## src/rtl/kbd_pkg.sv

```systemverilog
// kbd_pkg: shared types and constants for the 4x4 keypad scanner.
//   kbd_state_t  - debounce FSM states
//   frame_res_t  - classification of one complete 4-column scan
//   PEND/OVR/DOWN - bit positions inside the kbd_port status byte
//   SCAN_DIV_DEF / DEBOUNCE_FRAMES_DEF - default timing parameters
package kbd_pkg;

    typedef enum logic [1:0] {
        IDLE,
        DEBOUNCE,
        PRESSED,
        RELEASE
    } kbd_state_t;

    typedef enum logic [1:0] {
        NONE,
        SINGLE,
        MULTI
    } frame_res_t;

    localparam int PEND = 7;
    localparam int OVR  = 6;
    localparam int DOWN = 5;

    localparam int SCAN_DIV_DEF        = 50000;
    localparam int DEBOUNCE_FRAMES_DEF = 4;

    // Number of active-low (pressed) rows in a 4-bit row sample.
    function automatic logic [2:0] low_count(input logic [3:0] rows_n);
        logic [2:0] n;
        n = 3'd0;
        for (int r = 0; r < 4; r++) begin
            n = n + {2'b00, ~rows_n[r]};
        end
        return n;
    endfunction

endpackage

```

## src/rtl/kbd_frame_scan.sv

```systemverilog
// kbd_frame_scan: column scanner and per-frame hit classifier.
//   clk, rst_n  - system clock, synchronous active-low reset
//   row_n[3:0]  - raw keypad rows (async, active-low)
//   col_n[3:0]  - registered column drive, one-hot-low
//   frame_done  - strobe on the last cycle of column 3's slot
//   result      - NONE/SINGLE/MULTI for the frame ending this cycle
//   code[3:0]   - row*4+col of the first hit (valid with SINGLE)
module kbd_frame_scan
    import kbd_pkg::*;
#(
    parameter int SCAN_DIV = SCAN_DIV_DEF
) (
    input  logic       clk,
    input  logic       rst_n,
    input  logic [3:0] row_n,
    output logic [3:0] col_n,
    output logic       frame_done,
    output frame_res_t result,
    output logic [3:0] code
);

    localparam int             SW        = $clog2(SCAN_DIV);
    localparam logic [SW-1:0]  SLOT_LAST = SW'(SCAN_DIV - 1);

    logic [3:0]    row_meta;
    logic [3:0]    row_sync;
    logic [SW-1:0] slot_cnt;
    logic [1:0]    col_idx;
    logic [1:0]    col_nxt;
    logic [3:0]    col_n_q;
    logic [1:0]    hit_cnt;
    logic [3:0]    hit_code;

    logic          slot_end;
    logic [2:0]    n_low;
    logic [2:0]    hit_sum;
    logic [1:0]    hit_next;
    logic [3:0]    code_next;
    logic [1:0]    first_row;

    assign slot_end   = (slot_cnt == SLOT_LAST);
    assign frame_done = slot_end && (col_idx == 2'd3);
    assign col_nxt    = col_idx + 2'd1;
    assign col_n      = col_n_q;
    assign n_low      = low_count(row_sync);
    assign hit_sum    = {1'b0, hit_cnt} + n_low;

    always_comb begin
        first_row = 2'd0;
        for (int r = 3; r >= 0; r--) begin
            if (!row_sync[r]) first_row = 2'(r);
        end
    end

    // Hit count saturates at 2: anything beyond one intersection is MULTI.
    always_comb begin
        hit_next  = (hit_sum >= 3'd2) ? 2'd2 : hit_sum[1:0];
        code_next = hit_code;
        if (hit_cnt == 2'd0 && n_low != 3'd0) code_next = {first_row, col_idx};
    end

    always_comb begin
        code = code_next;
        case (hit_next)
            2'd0:    result = NONE;
            2'd1:    result = SINGLE;
            default: result = MULTI;
        endcase
    end

    always_ff @(posedge clk) begin
        if (!rst_n) begin
            row_meta <= 4'b1111;
            row_sync <= 4'b1111;
            slot_cnt <= '0;
            col_idx  <= 2'd0;
            col_n_q  <= 4'b1110;
            hit_cnt  <= 2'd0;
            hit_code <= 4'd0;
        end else begin
            row_meta <= row_n;
            row_sync <= row_meta;
            if (slot_end) begin
                slot_cnt <= '0;
                col_idx  <= col_nxt;
                col_n_q  <= ~(4'b0001 << col_nxt);
                if (frame_done) begin
                    hit_cnt  <= 2'd0;
                    hit_code <= 4'd0;
                end else begin
                    hit_cnt  <= hit_next;
                    hit_code <= code_next;
                end
            end else begin
                slot_cnt <= slot_cnt + SW'(1);
            end
        end
    end

endmodule

```

## src/rtl/kbd_matrix_scan.sv

```systemverilog
// kbd_matrix_scan: 4x4 keypad scanner with debounce, PPI status byte and PIC IRQ.
//   clk, rst_n  - system clock, synchronous active-low reset
//   row_n[3:0]  - keypad rows (async, active-low)
//   col_n[3:0]  - keypad column drive, one-hot-low
//   ack         - rising edge clears pending/overrun
//   kbd_port    - {pending, overrun, key_down, 0, code[3:0]}
//   kbd_irq     - level interrupt, equals pending
//
// state    | meaning
// ---------+--------------------------------------------------
// IDLE     | no key held, waiting for a single-key frame
// DEBOUNCE | counting identical single-key frames for cand
// PRESSED  | key accepted and reported, waiting for release
// RELEASE  | counting empty frames before returning to IDLE
module kbd_matrix_scan
    import kbd_pkg::*;
#(
    parameter int SCAN_DIV        = SCAN_DIV_DEF,
    parameter int DEBOUNCE_FRAMES = DEBOUNCE_FRAMES_DEF
) (
    input  logic       clk,
    input  logic       rst_n,
    input  logic [3:0] row_n,
    output logic [3:0] col_n,
    input  logic       ack,
    output logic [7:0] kbd_port,
    output logic       kbd_irq
);

    localparam int            CW     = $clog2(DEBOUNCE_FRAMES + 1);
    localparam logic [CW-1:0] FRAMES = CW'(DEBOUNCE_FRAMES);
    localparam logic [CW-1:0] ONE    = CW'(1);

    logic       frame_done;
    frame_res_t result;
    logic [3:0] frame_code;

    kbd_state_t    state_q, state_d;
    logic [3:0]    cand_q, cand_d;
    logic [CW-1:0] cnt_q, cnt_d, cnt_inc;
    logic [3:0]    code_q;
    logic          pend_q, ovr_q, ack_q;
    logic          accept;
    logic [3:0]    accept_code;
    logic          ack_edge;

    kbd_frame_scan #(.SCAN_DIV(SCAN_DIV)) u_frame_scan (
        .clk        (clk),
        .rst_n      (rst_n),
        .row_n      (row_n),
        .col_n      (col_n),
        .frame_done (frame_done),
        .result     (result),
        .code       (frame_code)
    );

    assign ack_edge = ack & ~ack_q;
    assign cnt_inc  = (cnt_q == FRAMES) ? cnt_q : cnt_q + ONE;

    always_comb begin
        state_d     = state_q;
        cand_d      = cand_q;
        cnt_d       = cnt_q;
        accept      = 1'b0;
        accept_code = cand_q;
        if (frame_done) begin
            case (state_q)
                IDLE: begin
                    if (result == SINGLE) begin
                        cand_d      = frame_code;
                        accept_code = frame_code;
                        cnt_d       = ONE;
                        if (FRAMES == ONE) begin
                            accept  = 1'b1;
                            state_d = PRESSED;
                        end else begin
                            state_d = DEBOUNCE;
                        end
                    end
                end
                DEBOUNCE: begin
                    if (result == SINGLE && frame_code == cand_q) begin
                        cnt_d = cnt_inc;
                        if (cnt_inc == FRAMES) begin
                            accept  = 1'b1;
                            state_d = PRESSED;
                        end
                    end else if (result == SINGLE) begin
                        cand_d = frame_code;
                        cnt_d  = ONE;
                    end else begin
                        state_d = IDLE;
                    end
                end
                PRESSED: begin
                    if (result == NONE) begin
                        cnt_d   = ONE;
                        state_d = (FRAMES == ONE) ? IDLE : RELEASE;
                    end
                end
                RELEASE: begin
                    if (result == NONE) begin
                        cnt_d = cnt_inc;
                        if (cnt_inc == FRAMES) state_d = IDLE;
                    end else begin
                        state_d = PRESSED;
                    end
                end
                default: state_d = IDLE;
            endcase
        end
    end

    // Accept takes priority over an ack edge in the same cycle, so a
    // freshly reported key is never lost to a stale acknowledge.
    always_ff @(posedge clk) begin
        if (!rst_n) begin
            state_q <= IDLE;
            cand_q  <= 4'd0;
            cnt_q   <= '0;
            code_q  <= 4'd0;
            pend_q  <= 1'b0;
            ovr_q   <= 1'b0;
            ack_q   <= 1'b0;
        end else begin
            state_q <= state_d;
            cand_q  <= cand_d;
            cnt_q   <= cnt_d;
            ack_q   <= ack;
            if (accept) begin
                code_q <= accept_code;
                pend_q <= 1'b1;
                ovr_q  <= ovr_q | pend_q;
            end else if (ack_edge) begin
                pend_q <= 1'b0;
                ovr_q  <= 1'b0;
            end
        end
    end

    always_comb begin
        kbd_port       = 8'h00;
        kbd_port[PEND] = pend_q;
        kbd_port[OVR]  = ovr_q;
        kbd_port[DOWN] = (state_q == PRESSED) || (state_q == RELEASE);
        kbd_port[3:0]  = code_q;
    end

    assign kbd_irq = pend_q;

endmodule

```

## config.mk

```make
export PLATFORM = sky130hd
export DESIGN_NAME = kbd_matrix_scan
export DESIGN_NICKNAME = d
export VERILOG_FILES = /design/src/rtl/kbd_pkg.sv /design/src/rtl/kbd_frame_scan.sv /design/src/rtl/kbd_matrix_scan.sv
export SDC_FILE = /design/constraint.sdc
export NUM_CORES = 1
export LEC_CHECK = 0
export BUFFER_PORTS_ARGS = -buffer_cell sky130_fd_sc_hd__buf_2
export CAP_MARGIN = 5
export CORE_ASPECT_RATIO = 0.6
export CORE_MARGIN = 2
export CORE_UTILIZATION = 64
export DETAILED_ROUTE_END_ITERATION = 10
export PLACE_DENSITY = 0.95
export REMOVE_ABC_BUFFERS = 1
export SLEW_MARGIN = 20
export SYNTH_ARGS = -nofsm -noshare
export SYNTH_HDL_FRONTEND = slang
export SYNTH_SLANG_ARGS = --single-unit
export TNS_END_PERCENT = 100
```

## constraint.sdc

```tcl
create_clock -name clk -period 7.89 [get_ports clk]
set_input_delay 0.3945 -clock clk [delete_from_list [all_inputs] [get_ports clk]]
set_output_delay 0.3945 -clock clk [all_outputs]
set_load 0.1 [all_outputs]
```

# --- Word level (Yosys, flattened, before mapping) ---
# Index checks and enable logic that the tools add are counted.
totals:
  regBits: 52
  input_bits: 7
  word_cells: 99
classes:
  n_addsub: 7
  magnitude_cmp: 1
  n_eq_ne: 17
  n_shift: 1
  mux: 35
  bitwise_logic: 9
  reduce_logical: 15
op_table:
  columns: ["op", "count"]
  rows:
  - ["2-to-1 mux 2 bit", 13]
  - ["2-to-1 mux 4 bit", 6]
  - ["adder 16 x 1 -> 16 bit (second input constant)", 1]
  - ["== test 16 bit (second input constant)", 1]
  - ["2-to-1 mux 3 bit", 5]
  - ["one-hot mux 3 bit (4 select lines)", 1]
  - ["!= test 3 bit (second input constant)", 3]
  - ["zero test 2 bit", 4]
  - ["!= test 2 bit (second input constant)", 4]
  - ["one-hot mux 2 bit (4 select lines)", 1]
  - ["one-hot mux 4 bit (2 select lines)", 1]
  - ["2-to-1 mux 1 bit", 7]
  - ["adder 3 x 1 -> 3 bit", 2]
  - ["== test 2 x 1 -> 1 bit (second input constant)", 3]
  - ["== test 2 bit (second input constant)", 3]
  - ["== test 3 bit (second input constant)", 2]
  - ["NOT 1 bit", 6]
  - ["AND reduction 3 bit", 2]
  - ["AND reduction 6 bit", 1]
  - ["== test 4 bit", 1]
  - ["NOT 4 bit", 1]
  - ["one-hot mux 2 bit (2 select lines)", 1]
  - ["nonzero test 2 bit", 2]
  - ["<< shifter 1 x 2 -> 4 bit (first input constant)", 1]
  - ["11 further kinds", 13]

# --- Longest topological paths before layout ---
# Gate-level depths: netlist of run 1.
depth:
  ltp_word: 15
  depth_mapped: 12
  mapped_depth_nobuf: 12

# --- Cells and area by module ---
# From an unflattened synthesis of run 1, not the netlist that was laid out.
hier_totals:
  cells_unflattened: 301
  hier_area_um2: 2750.1
by_module_without_submodules:
  columns: ["module", "n_inst", "cells_each", "area_per_inst_um2", "seq_area_each_um2"]
  rows:
  - ["kbd_frame_scan", 1, 182, 1719.1, 720.7]
  - ["kbd_matrix_scan", 1, 119, 1031.0, 320.3]

# --- Worst setup path before layout of run 1 ---
# Ideal clock, no wire load.
synth_path:
  path_type: "register -> register"
  start: "reg u_frame_scan.row_sync[0]"
  end: "reg code_q[0]"
  arrival_time_ns: 3.330
  slack_ns: 4.440
  stages_incl_launch_ff: 13
  n_path_buf: 0
  synth_period_minus_slack_ns: 3.450
  cell_sequence: "dfxtp_1 > inv_1 > ha_1 > fa_1 > ha_1 > fa_1 > xor2_1 > nor2_1 > nand2_1 > or4b_4 > nor4_4 > mux2i_1 > nor2b_1"
synth_between:
  elab_chain_cells: 14
  word_cells_on_any_way: 23
  cone_classes: "4 x add/sub; 1 x order compare; 3 x eq/ne; 10 x mux; 1 x bitwise; 4 x reduce/logical"
synth_rtl:
  columns: ["item", "line_no", "source"]
  rows:
  - ["from (decl)", "kbd_frame_scan.sv:26", "logic [3:0] row_sync;"]
  - ["from (signal assigned)", "kbd_frame_scan.sv:82", "row_sync <= row_meta;"]
  - ["NOT 1 bit", "kbd_pkg.sv:33", "n = n + {2'b00, ~rows_n[r]};"]
  - ["adder 1 x 1 -> 2 bit", "kbd_pkg.sv:33", null]
  - ["adder 3 x 1 -> 3 bit (2 in series)", "kbd_pkg.sv:33", null]
  - ["adder 2 x 3 -> 3 bit", "kbd_frame_scan.sv:46", "assign hit_sum = {1'b0, hit_cnt} + n_low;"]
  - [">= comparator 3 x 2 -> 1 bit", "kbd_frame_scan.sv:57", "hit_next = (hit_sum >= 3'd2) ? 2'd2 : hit_sum[1:0];"]
  - ["2-to-1 mux 2 bit", "kbd_frame_scan.sv:57", null]
  - ["== test 2 x 1 -> 1 bit / zero test 2 bit (equally long branches)", "kbd_frame_scan.sv:64", "case (hit_next)"]
  - ["one-hot mux 2 bit (2 select lines)", "kbd_frame_scan.sv:64", null]
  - ["== test 2 x 1 -> 1 bit", "kbd_matrix_scan.sv:69, kbd_matrix_scan.sv:82", null]
  - ["logical AND 1 bit", "kbd_matrix_scan.sv:82", "if (result == SINGLE && frame_code == cand_q) begin"]
  - ["2-to-1 mux 1 bit", "kbd_matrix_scan.sv:82", null]
  - ["2-to-1 mux 1 bit", "kbd_matrix_scan.sv:67", "case (state_q)"]
  - ["2-to-1 mux 1 bit", "kbd_matrix_scan.sv:66", "if (frame_done) begin"]
  - ["to (signal assigned)", "kbd_matrix_scan.sv:131", "code_q <= accept_code;"]
  - ["to (decl)", "kbd_matrix_scan.sv:41", "logic [3:0] code_q;"]
# Several ways; a longest one is shown, not always the timed one.
# A chain may end at the register's enable or synchronous reset.

# --- Worst setup path after layout of run 1 ---
layout_path:
  start: "reg u_frame_scan.row_sync[0]"
  end: "reg cand_q[3]"
layout_between:
  elab_chain_cells: 13
  word_cells_on_any_way: 22
  cone_classes: "4 x add/sub; 1 x order compare; 4 x eq/ne; 7 x mux; 1 x bitwise; 5 x reduce/logical"
layout_rtl:
  columns: ["item", "line_no", "source"]
  rows:
  - ["NOT 1 bit", "kbd_pkg.sv:33", null]
  - ["adder 1 x 1 -> 2 bit", "kbd_pkg.sv:33", null]
  - ["adder 3 x 1 -> 3 bit (2 in series)", "kbd_pkg.sv:33", null]
  - ["adder 2 x 3 -> 3 bit", "kbd_frame_scan.sv:46", null]
  - [">= comparator 3 x 2 -> 1 bit", "kbd_frame_scan.sv:57", null]
  - ["2-to-1 mux 2 bit", "kbd_frame_scan.sv:57", null]
  - ["== test 2 x 1 -> 1 bit / zero test 2 bit (equally long branches)", "kbd_frame_scan.sv:64", null]
  - ["one-hot mux 2 bit (2 select lines)", "kbd_frame_scan.sv:64", null]
  - ["== test 2 x 1 -> 1 bit", "kbd_matrix_scan.sv:69, kbd_matrix_scan.sv:82, kbd_matrix_scan.sv:88", null]
  - ["2-to-1 mux 4 bit / logical AND 1 bit (equally long branches)", "kbd_matrix_scan.sv:69, kbd_matrix_scan.sv:88, kbd_matrix_scan.sv:82", null]
  - ["2-to-1 mux 4 bit / != test 2 bit (equally long branches)", null, null]
  - ["one-hot mux 4 bit (2 select lines) / AND reduction 3 bit (equally long branches)", null, null]
  - ["to (signal assigned)", "kbd_matrix_scan.sv:127", "cand_q <= cand_d;"]
  - ["to (decl)", "kbd_matrix_scan.sv:39", "logic [3:0] cand_q, cand_d;"]
# Several ways; a longest one is shown, not always the timed one. The select of a mux whose other input is x is not followed.

==> results list, run 1 <==
- Hold path endpoint: u_frame_scan.row_meta[3]
- After detailed routing, the total wire length is 5232 um.
* Maximum VDD drop: 113.8 uV
* Global routing met1 resource utilization: 36.36%
* Number of distinct library cells after synthesis: 51
- Dividing the final minimum period by the clock period gives 50.30%.
- Vias per cell: 5.884
- Hold path depth: 2
* Main combinational cell family by area after synthesis: simple AND/OR/NAND/NOR gates
- The first global-routing pass estimated 8880 um of wire.
* First-pass iteration count of the detailed router: 5
- Pins Over Slew Limit: 0
- Entering global routing, the biggest net connects 41 pins.
* Top-level port count: 20
- Max-cap violations in this run came to 0.
- The floorplan has 17 rows.
- Tmin final: 3.968 ns
- Final setup vio count: 0
- Worst Clk Skew: 0.008707 ns
- The endpoint identified for the worst register-to-register timing path is cand_q[3].
- R2R depth: 11
- Setup TNS: 0 ns
- At the end of the flow, the number of nets in the layout was 316.
- Count of flip-flops with a built-in enable after synthesis: 0
- Quantity of gates resized following cts: 0
- Core area: 3744 um2
* Sw Pwr: 0.0001057 W
* Critical Path Source Type: flop
* # diodes: 0
- Each instance of the synthesized netlist takes up on average 8.938 um2.
* Global routing's busiest layer: met2
- The portion of synthesized area spent on multiplexers is 3.965%.
- Dominant cells by area after synthesis: sky130_fd_sc_hd__dfxtp_1 (41%), sky130_fd_sc_hd__ha_1 (4.9%), sky130_fd_sc_hd__nand2_1 (4.8%)
* Seq cells post-synth: 52
* Buffer levels on the longest clock path: 2
- Static timing analysis puts the maximum clock frequency at 252.0 MHz.
- The worst setup path is captured at a flop.
- From left edge to right edge, the die measures 85.59 um.
- Initial antenna violation count: 0
- The layout has 265 filler cells.
- In this run the static leakage power is 1.077 nW.
- The clock network burns 34.2% of the power.
- Antenna-violating nets left: 0
- Relative to the synthesized area, the layout overhead comes to 6.216%.
- Synth Instances: 286
- STA puts the critical path data arrival time at 4.14 ns.
- The startpoint identified for the worst hold timing path is row_n[3].
- Setup slack closes at 3.922 ns.
* Pwr Density: 166.4 nW/um2
- Sequential cells account for 59.2% of the total power.
- The startpoint identified for the worst register-to-register timing path is u_frame_scan.row_sync[0].
- CTS built an H-tree with a depth of 2.
- Global route total overflow: 0
- In this run the tool buffered the top-level ports with 18 buffer cells.
* Effective utilization at floorplan: 68.28%
- Wire length per cell after detailed routing: 15.17 um
- Count of endpoints failing hold in the final timing report: 0
- The clock drives 52 sinks.
- TritonCTS built the clock tree.
- Relative max-transition margin: 44.21%
- Setup repair after global routing left no endpoint under its margin.
- At the pin with the least slew margin, the transition time is 0.8304 ns.
- Of the total power, combinational logic draws 6.6%.
- Net switching is 23.40% of the power.
* Synth Cell Area: 2556 um2
- Routability cong.: 0.8469
- Met3 track utilization from global routing: 6.084%
- In this run the register-to-register setup slack is 3.92 ns.
* Overall Global Routing Usage: 25.50%
* Met2 track utilization from global routing: 38.54%
- The run finished with clean final reports.
- Area share of the largest cell type after synthesis: 40.72%
- Drc violations: 0
* Clock input transition at the sequential cells of the worst setup and hold paths: 0.09 ns
- Number of buffers inserted by hold repair at cts: 0
* Min-Delay Path Class: input port to flop
- In this design, the stage delay of the slowest critical-path cell is 0.71 ns.
- Prior to clock tree synthesis, the placed netlist has a worst setup slack of 4.074 ns.
* Share of synthesized flip-flops with an asynchronous set or reset: 0%
* Buffer cell driving the clock tree root: sky130_fd_sc_hd__clkbuf_8
- Summing the areas of all compound-gate instances in the mapped netlist gives 12.38% of the synthesized area.
* Number of DRC markers after the initial detailed-route iteration: 180
* Area of the die: 4532 um2
* Dominant cell type by area after synthesis: sky130_fd_sc_hd__dfxtp_1
* Dpl cells: 337
- Final core utilization: 72.53%
- Synthesized-area fraction occupied by adder cells: 6.461%
- Count of synthesis-stage warnings from yosys: 0
- Number of vias after detailed routing: 2030
- Number of clock buffers inserted by TritonCTS: 5
- Of the total synthesized cell area, the portion taken by XOR and XNOR cells is 5.140%.
* Number of global-route vias before repair: 1888
- Ratio of cells with drive above 1 in the final layout: 13.42%
- Sequential area share after synthesis: 40.72%
* Post CTS Setup Buffer Count: 0
- Worst-path cell with the longest stage delay: sky130_fd_sc_hd__nor3_1
- Simple-gate area share of the yosys netlist: 26.19%
* Maximum net fanout on the critical path: 7
- Cell-by-cell trace of the critical path: inv_1, ha_1, fa_1, ha_1, or3_1, nand2_1, mux2i_1, xnor2_1, nor3_1, a21oi_1, mux2i_1
* Post-detailed-placement half-perimeter wirelength: 3777 um
- The worst setup path is of the flop to flop kind.
* Data required time of the worst path: 8.06 ns
- Height of the die: 52.96 um
* Insertion delay to the later sink of the worst-skew pair: 0.31 ns
- Power Internal: 0.0003460 W
- Synth Flop Type: sky130_fd_sc_hd__dfxtp_1
- After the flow finishes, the layout carries non-filler instances totaling 345.
-- logic make-up after synthesis --
group / Yosys count
buf+inv: 26
flops: 52
xor+xnor: 15
mux: 10
simple gates: 117
compound gates: 53
other cells: 1
fa+ha+maj: 12
-- synthesized netlist by cell type, types with 5 or more instances --
library cell	number
sky130_fd_sc_hd__a21oi_1	13
sky130_fd_sc_hd__and2_1	6
sky130_fd_sc_hd__and3_1	5
sky130_fd_sc_hd__clkbuf_1	8
sky130_fd_sc_hd__dfxtp_1	52
sky130_fd_sc_hd__ha_1	10
sky130_fd_sc_hd__inv_1	12
sky130_fd_sc_hd__mux2i_1	9
sky130_fd_sc_hd__nand2_1	33
sky130_fd_sc_hd__nand2b_1	14
sky130_fd_sc_hd__nand3_1	7
sky130_fd_sc_hd__nor2_1	15
sky130_fd_sc_hd__nor2b_1	6
sky130_fd_sc_hd__o211ai_1	6
sky130_fd_sc_hd__o21ai_0	22
sky130_fd_sc_hd__or3_1	6
sky130_fd_sc_hd__xnor2_1	6
sky130_fd_sc_hd__xor2_1	9
-- flip-flops by register name (all words and copies together), names as in the netlist --
signal                 cells
cand_q                     4
cnt_q                      3
state_q                    2
u_frame_scan.col_n         4
u_frame_scan.row_meta      4
u_frame_scan.hit_code      4
kbd_irq                    1
code_q                     4
u_frame_scan.col_idx       2
ack_q                      1
ovr_q                      1
u_frame_scan.slot_cnt     16
u_frame_scan.row_sync      4
u_frame_scan.hit_cnt       2
-- worst max path at each step --
stage / startpoint / endpoint / slack (ns) / cells past startpoint
6_report: u_frame_scan.row_sync[0] / cand_q[3] / 3.92 / 11
5_1_grt: u_frame_scan.row_sync[0] / cand_q[1] / 3.64 / 11
4_1_cts: u_frame_scan.row_sync[0] / cand_q[3] / 3.97 / 11
3_5_place_dp: u_frame_scan.row_sync[0] / cand_q[3] / 4.07 / 11
3_3_place_gp: u_frame_scan.row_sync[0] / code_q[1] / 4.20 / 12
2_1_floorplan: u_frame_scan.row_sync[0] / code_q[0] / 4.44 / 12
-- routing by layer --
layer	share of wire, %	vias to the layer above
met5	0	-
met4	0.71	0
met3	6.5	5
met2	43	76
met1	50	948
li1	-	1001
-- layout make-up --
| type | instances | area (um2) | share of cell area, % |
|---|---|---|---|
| clock buffers | 6 | 82.58 | 3.041 |
| clock inverters | 2 | 10.01 | 0.3687 |
| inverters | 12 | 45.04 | 1.659 |
| multi-input cells | 208 | 1388 | 51.11 |
| flip-flops and latches | 52 | 1041 | 38.34 |
| well taps | 47 | 58.81 | 2.166 |
| repair buffers | 18 | 90.09 | 3.318 |
-- critical path: cells and delay by family, from the launching register on --
family,cells,cell delay [ns]
AND/OR/NAND/NOR,3,1.30
flip-flops,1,0.36
buffers and inverters,1,0.06
AO/OA/AOI/OAI,1,0.37
XOR/XNOR,1,0.18
adder cells (fa/ha/maj),3,1.03
multiplexers,2,0.54
-- power groups by stage --
stage	combinational, W	sequential [W]	clock [W]
5_1_grt	0.0000325	0.000268	0.000169
6_report	0.0000296	0.000267	0.000155
4_1_cts	0.0000292	0.000267	0.000157
3_5_place_dp	0.0000288	0.000274	0
2_1_floorplan	0.0000199	0.000273	0
3_3_place_gp	0.0000272	0.000273	0
-- stage by stage --
stage	area, um2	total power [W]	hold slack, ns
after floorplan	2474	0.0002930	0.3863
after global placement	2623	0.0003006	0.3937
after detailed placement	2623	0.0003024	0.3909
after CTS	2715	0.0004538	0.2627
after global routing	2715	0.0004697	0.2483
final	2715	0.0004518	0.2618
-- cell usage in the layout, fill, tap and decap left out, drive strengths merged, types with 8 or more instances in the layout --
cell / instances
nand3: 8
a21oi: 13
inv: 12
nand2b: 14
ha: 10
and3: 8
mux2i: 9
nor2: 15
buf: 18
o21ai: 22
dfxtp: 52
nand2: 33
xor2: 9
Power figures use the tool's default switching activity.
==> run 2, diff against run 1 <==
--- a/config.mk
+++ b/config.mk
@@ -9,9 +9,9 @@
 export CAP_MARGIN = 5
 export CORE_ASPECT_RATIO = 0.6
 export CORE_MARGIN = 2
-export CORE_UTILIZATION = 64
+export CORE_UTILIZATION = 53
 export DETAILED_ROUTE_END_ITERATION = 10
-export PLACE_DENSITY = 0.95
+export PLACE_DENSITY = 0.86
 export REMOVE_ABC_BUFFERS = 1
 export SLEW_MARGIN = 20
 export SYNTH_ARGS = -nofsm -noshare
==> constraint.sdc (replaced) <==
create_clock -name clk -period 3.6 [get_ports clk]
set_input_delay 0.18 -clock clk [delete_from_list [all_inputs] [get_ports clk]]
set_output_delay 0.18 -clock clk [all_outputs]
set_load 0.1 [all_outputs]
==> results list, run 2 (synthesized netlist as in run 1, its figures left out) <==
* Result of the run: finished, final reports clean
* Maximum net fanout on the critical path: 7 (unchanged)
- Worst stage delay on the critical path: 0.50 ns (-0.21 ns)
- Max-capacitance violation count: 0 (unchanged)
- Leakage: 1.098 nW (+2.0%)
- The library cells used most frequently in the layout, excluding fill and tap cells, are sky130_fd_sc_hd__dfxtp_1 (50), sky130_fd_sc_hd__nand2_1 (32), sky130_fd_sc_hd__o21ai_0 (22).
* Number of DRC markers after the initial detailed-route iteration: 127 (-29%)
* Number of clock buffers inserted by TritonCTS: 5 (unchanged)
* Ratio of cells with drive above 1 in the final layout: 19.34% (+5.9 points)
- The count of hold-fix buffers inserted at cts came to 0 (unchanged).
* Largest net degree at the start of global routing: 41 (unchanged)
- The total I/O pin count came to 20 (unchanged).
* Effective utilization at floorplan: 55.43% (-13 points)
* Share of the clock period used by the worst path after layout: 97.73% (+47 points)
- Maximum level of the CTS H-tree: 2 (unchanged)
- Register cell area after layout: 1044 um2 (+0.24%)
* Antenna-violating nets left: 0 (unchanged)
- The clock insertion delay at the later pin of the skew report is 0.31 ns (about the same).
- Number of vias after detailed routing: 2020 (-0.49%)
- The switching power of the nets came to 0.0002442 W (+130%).
- The worst-case clock buffer depth is 2 (unchanged).
* Share of total power consumed by net switching: 24.52% (+1.1 points)
* Cell-by-cell trace of the critical path: inv_1, ha_4, fa_2, ha_4, fa_2, xor2_4, nor2_4, nand2_2, or4b_4, nor4_4, buf_6, mux2i_1, nor2b_1
- The worst setup slack after layout was 0.08158 ns (-3.840 ns).
* Tmin final: 3.518 ns (-0.4499 ns)
- The area of the core is 4612 um2 (+23%).
- Share of power burned in registers: 58.9% (-0.3 points)
- The average vias per placed instance was 5.489 (-6.7%).
- First-pass iteration count of the detailed router: 4 (-1)
- CP Class: flop to flop
- The setup clock skew after layout came to 0.009576 ns (+0.0008697 ns).
- The post-placement setup slack is -0.02488 ns (-4.099 ns).
- Maximum VDD drop: 256.8 uV (+130%)
* Top reg by flops: u_frame_scan.slot_cnt
- Number of global-route vias before repair: 1827 (-3.2%)
- Power share of the clock group: 33.5% (-0.7 points)
- The worst setup path is captured at a flop.
- Drc violations: 0 (unchanged)
- The number of port buffers was 18 (unchanged).
* Die extent in x: 93.66 um (+9.4%)
- The aggregate routed wire length came to 5120 um (-2.1%).
* Relative max-transition margin: 58.67% (+14 points)
* Routability cong.: 0.8282 (-2.2%)
- The combinational share of power was 7.7% (+1.1 points).
- Final setup vio count: 0 (unchanged)
* Flip-flop count of the largest register after layout: 16 (unchanged)
- The mean routed wirelength per cell came to 13.91 um (-8.3%).
* Number of standard-cell rows in the floorplan: 19 (+2)
- Clock sinks: 52 (unchanged)
* Min-Delay Path Class: input port to flop
- The global-route total usage across every layer is 20.30% (-5.2 points).
- Count of endpoints failing hold in the final timing report: 0 (unchanged)
- Post-detailed-placement half-perimeter wirelength: 3668 um (-2.9%)
* Buffer cell driving the clock tree root: sky130_fd_sc_hd__clkbuf_8
* TritonCTS clock tree: built
* Global route total overflow: 0 (unchanged)
- Area growth from synthesis to layout: 12.24%
- The data required time at the worst endpoint came to 3.80 ns (-4.26 ns).
- The maximum frequency from static timing analysis was 284.2 MHz (+13%).
* Worst slack on hold paths: 0.04554 ns (-0.2162 ns)
* Pwr Density: 347.1 nW/um2 (+110%)
- Count of buffer and inverter cells on the critical path: 2 (+1)
* Pins Over Slew Limit: 0 (unchanged)
- The total chip power is 0.0009958 W (+120%).
- The die height is 57.80 um (+9.1%).
* Multi-input combinational cell area: 1465 um2 (+5.6%)
- The global-route wire length before repair was 8638 um (-2.7%).
* CP Data Arrival Time: 3.72 ns (-0.42 ns)
* Actual transition at the worst max-transition pin: 0.6200 ns (-0.2104 ns)
- The internal portion of total power is 0.0007516 W (+120%).
* Net count reported at finish: 323 (+2.2%)
- Worst-path cell with the longest stage delay: sky130_fd_sc_hd__or4b_4
- STA classifies the critical path startpoint as a flop.
- The number of antenna diodes came to 0 (unchanged).
* Top delay family on crit path: adder cells
- The clock transition at the register clock pins on the worst setup and hold paths after CTS is 0.10 ns (about the same).
* Area of the die: 5413 um2 (+19%)
- The number of antenna violations at the first check in global routing is 0 (unchanged).
* Fillers: 402 (+52%)
* Most frequent standard cell in the layout excluding fill and tap cells: sky130_fd_sc_hd__dfxtp_1
[run 2: cell count changes in the layout (fill, tap and decap cells not counted), sizes merged]
cell      previous run  this run
inv                 12        13
clkinvlp             0         1
clkinv               2         1
buf                 18        25
clkbuf               6         5
[run 2: worst paths after layout]
kind | end | cells past startpoint | startpoint | slack [ns]
worst max-delay path | code_q[1] | 13 | u_frame_scan.row_sync[1] | 0.08
worst min-delay path | u_frame_scan.row_meta[2] | 2 | row_n[2] | 0.05
worst max register to register | code_q[1] | 13 | u_frame_scan.row_sync[1] | 0.08
worst min register to register | u_frame_scan.row_sync[3] | 1 | u_frame_scan.row_meta[3] | 0.42
[run 2: worst register-to-register path, delay by kind of cell (launching register included)]
kind | cells | cell delay, ns
buffers and inverters | 2 | 0.24
xor gates and xnor gates | 1 | 0.18
DFF | 1 | 0.34
and+or+nand+nor | 5 | 1.08
adders and majority gates | 4 | 1.36
muxes | 1 | 0.22
[run 2: layout make-up]
class                   instances  area share [%]
clock inverters                 3          0.7414
clock buffers                   5           2.399
well taps                      63           2.747
repair buffers                 25           5.102
multi-input cells             208           51.07
inverters                      12           1.570
flip-flops and latches         52           36.37
[run 2: what timing repair did]
action	4_1_cts	5_1_grt
pin swaps	0	7
gates resized for setup	1	15
setup buffers	0	0
setup endpoints to repair	2	12
gates cloned	0	0
[run 2: through the flow]
| stage | std cells | instance area [um2] | util (%) | TNS, ns |
|---|---|---|---|---|
| global route | 368 | 2869 | 62.21 | -0.01489 |
| floorplan | 272 | 2474 | - | 0 |
| global placement | 360 | 2695 | 58.44 | 0 |
| finish | 368 | 2869 | 62.21 | 0 |
| detailed placement | 360 | 2695 | 58.44 | -0.04220 |
| CTS | 368 | 2788 | 60.44 | 0 |
[run 2: power groups by stage]
stage	Sequential, W	Clock [W]	Combinational (W)
after floorplan	0.000598	0	0.0000437
after global placement	0.000599	0	0.0000652
after detailed placement	0.000599	0	0.0000669
after CTS	0.000586	0.000343	0.0000675
after global routing	0.000587	0.000371	0.0000843
final	0.000586	0.000333	0.0000765
[run 2: routing by layer]
metal	share of wire (%)	wire, um	GRT usage (%)
met5	0	0	0
met4	1.0	51	7.453
met3	5.6	286	4.291
met2	40	2073	26.82
met1	53	2709	32.13
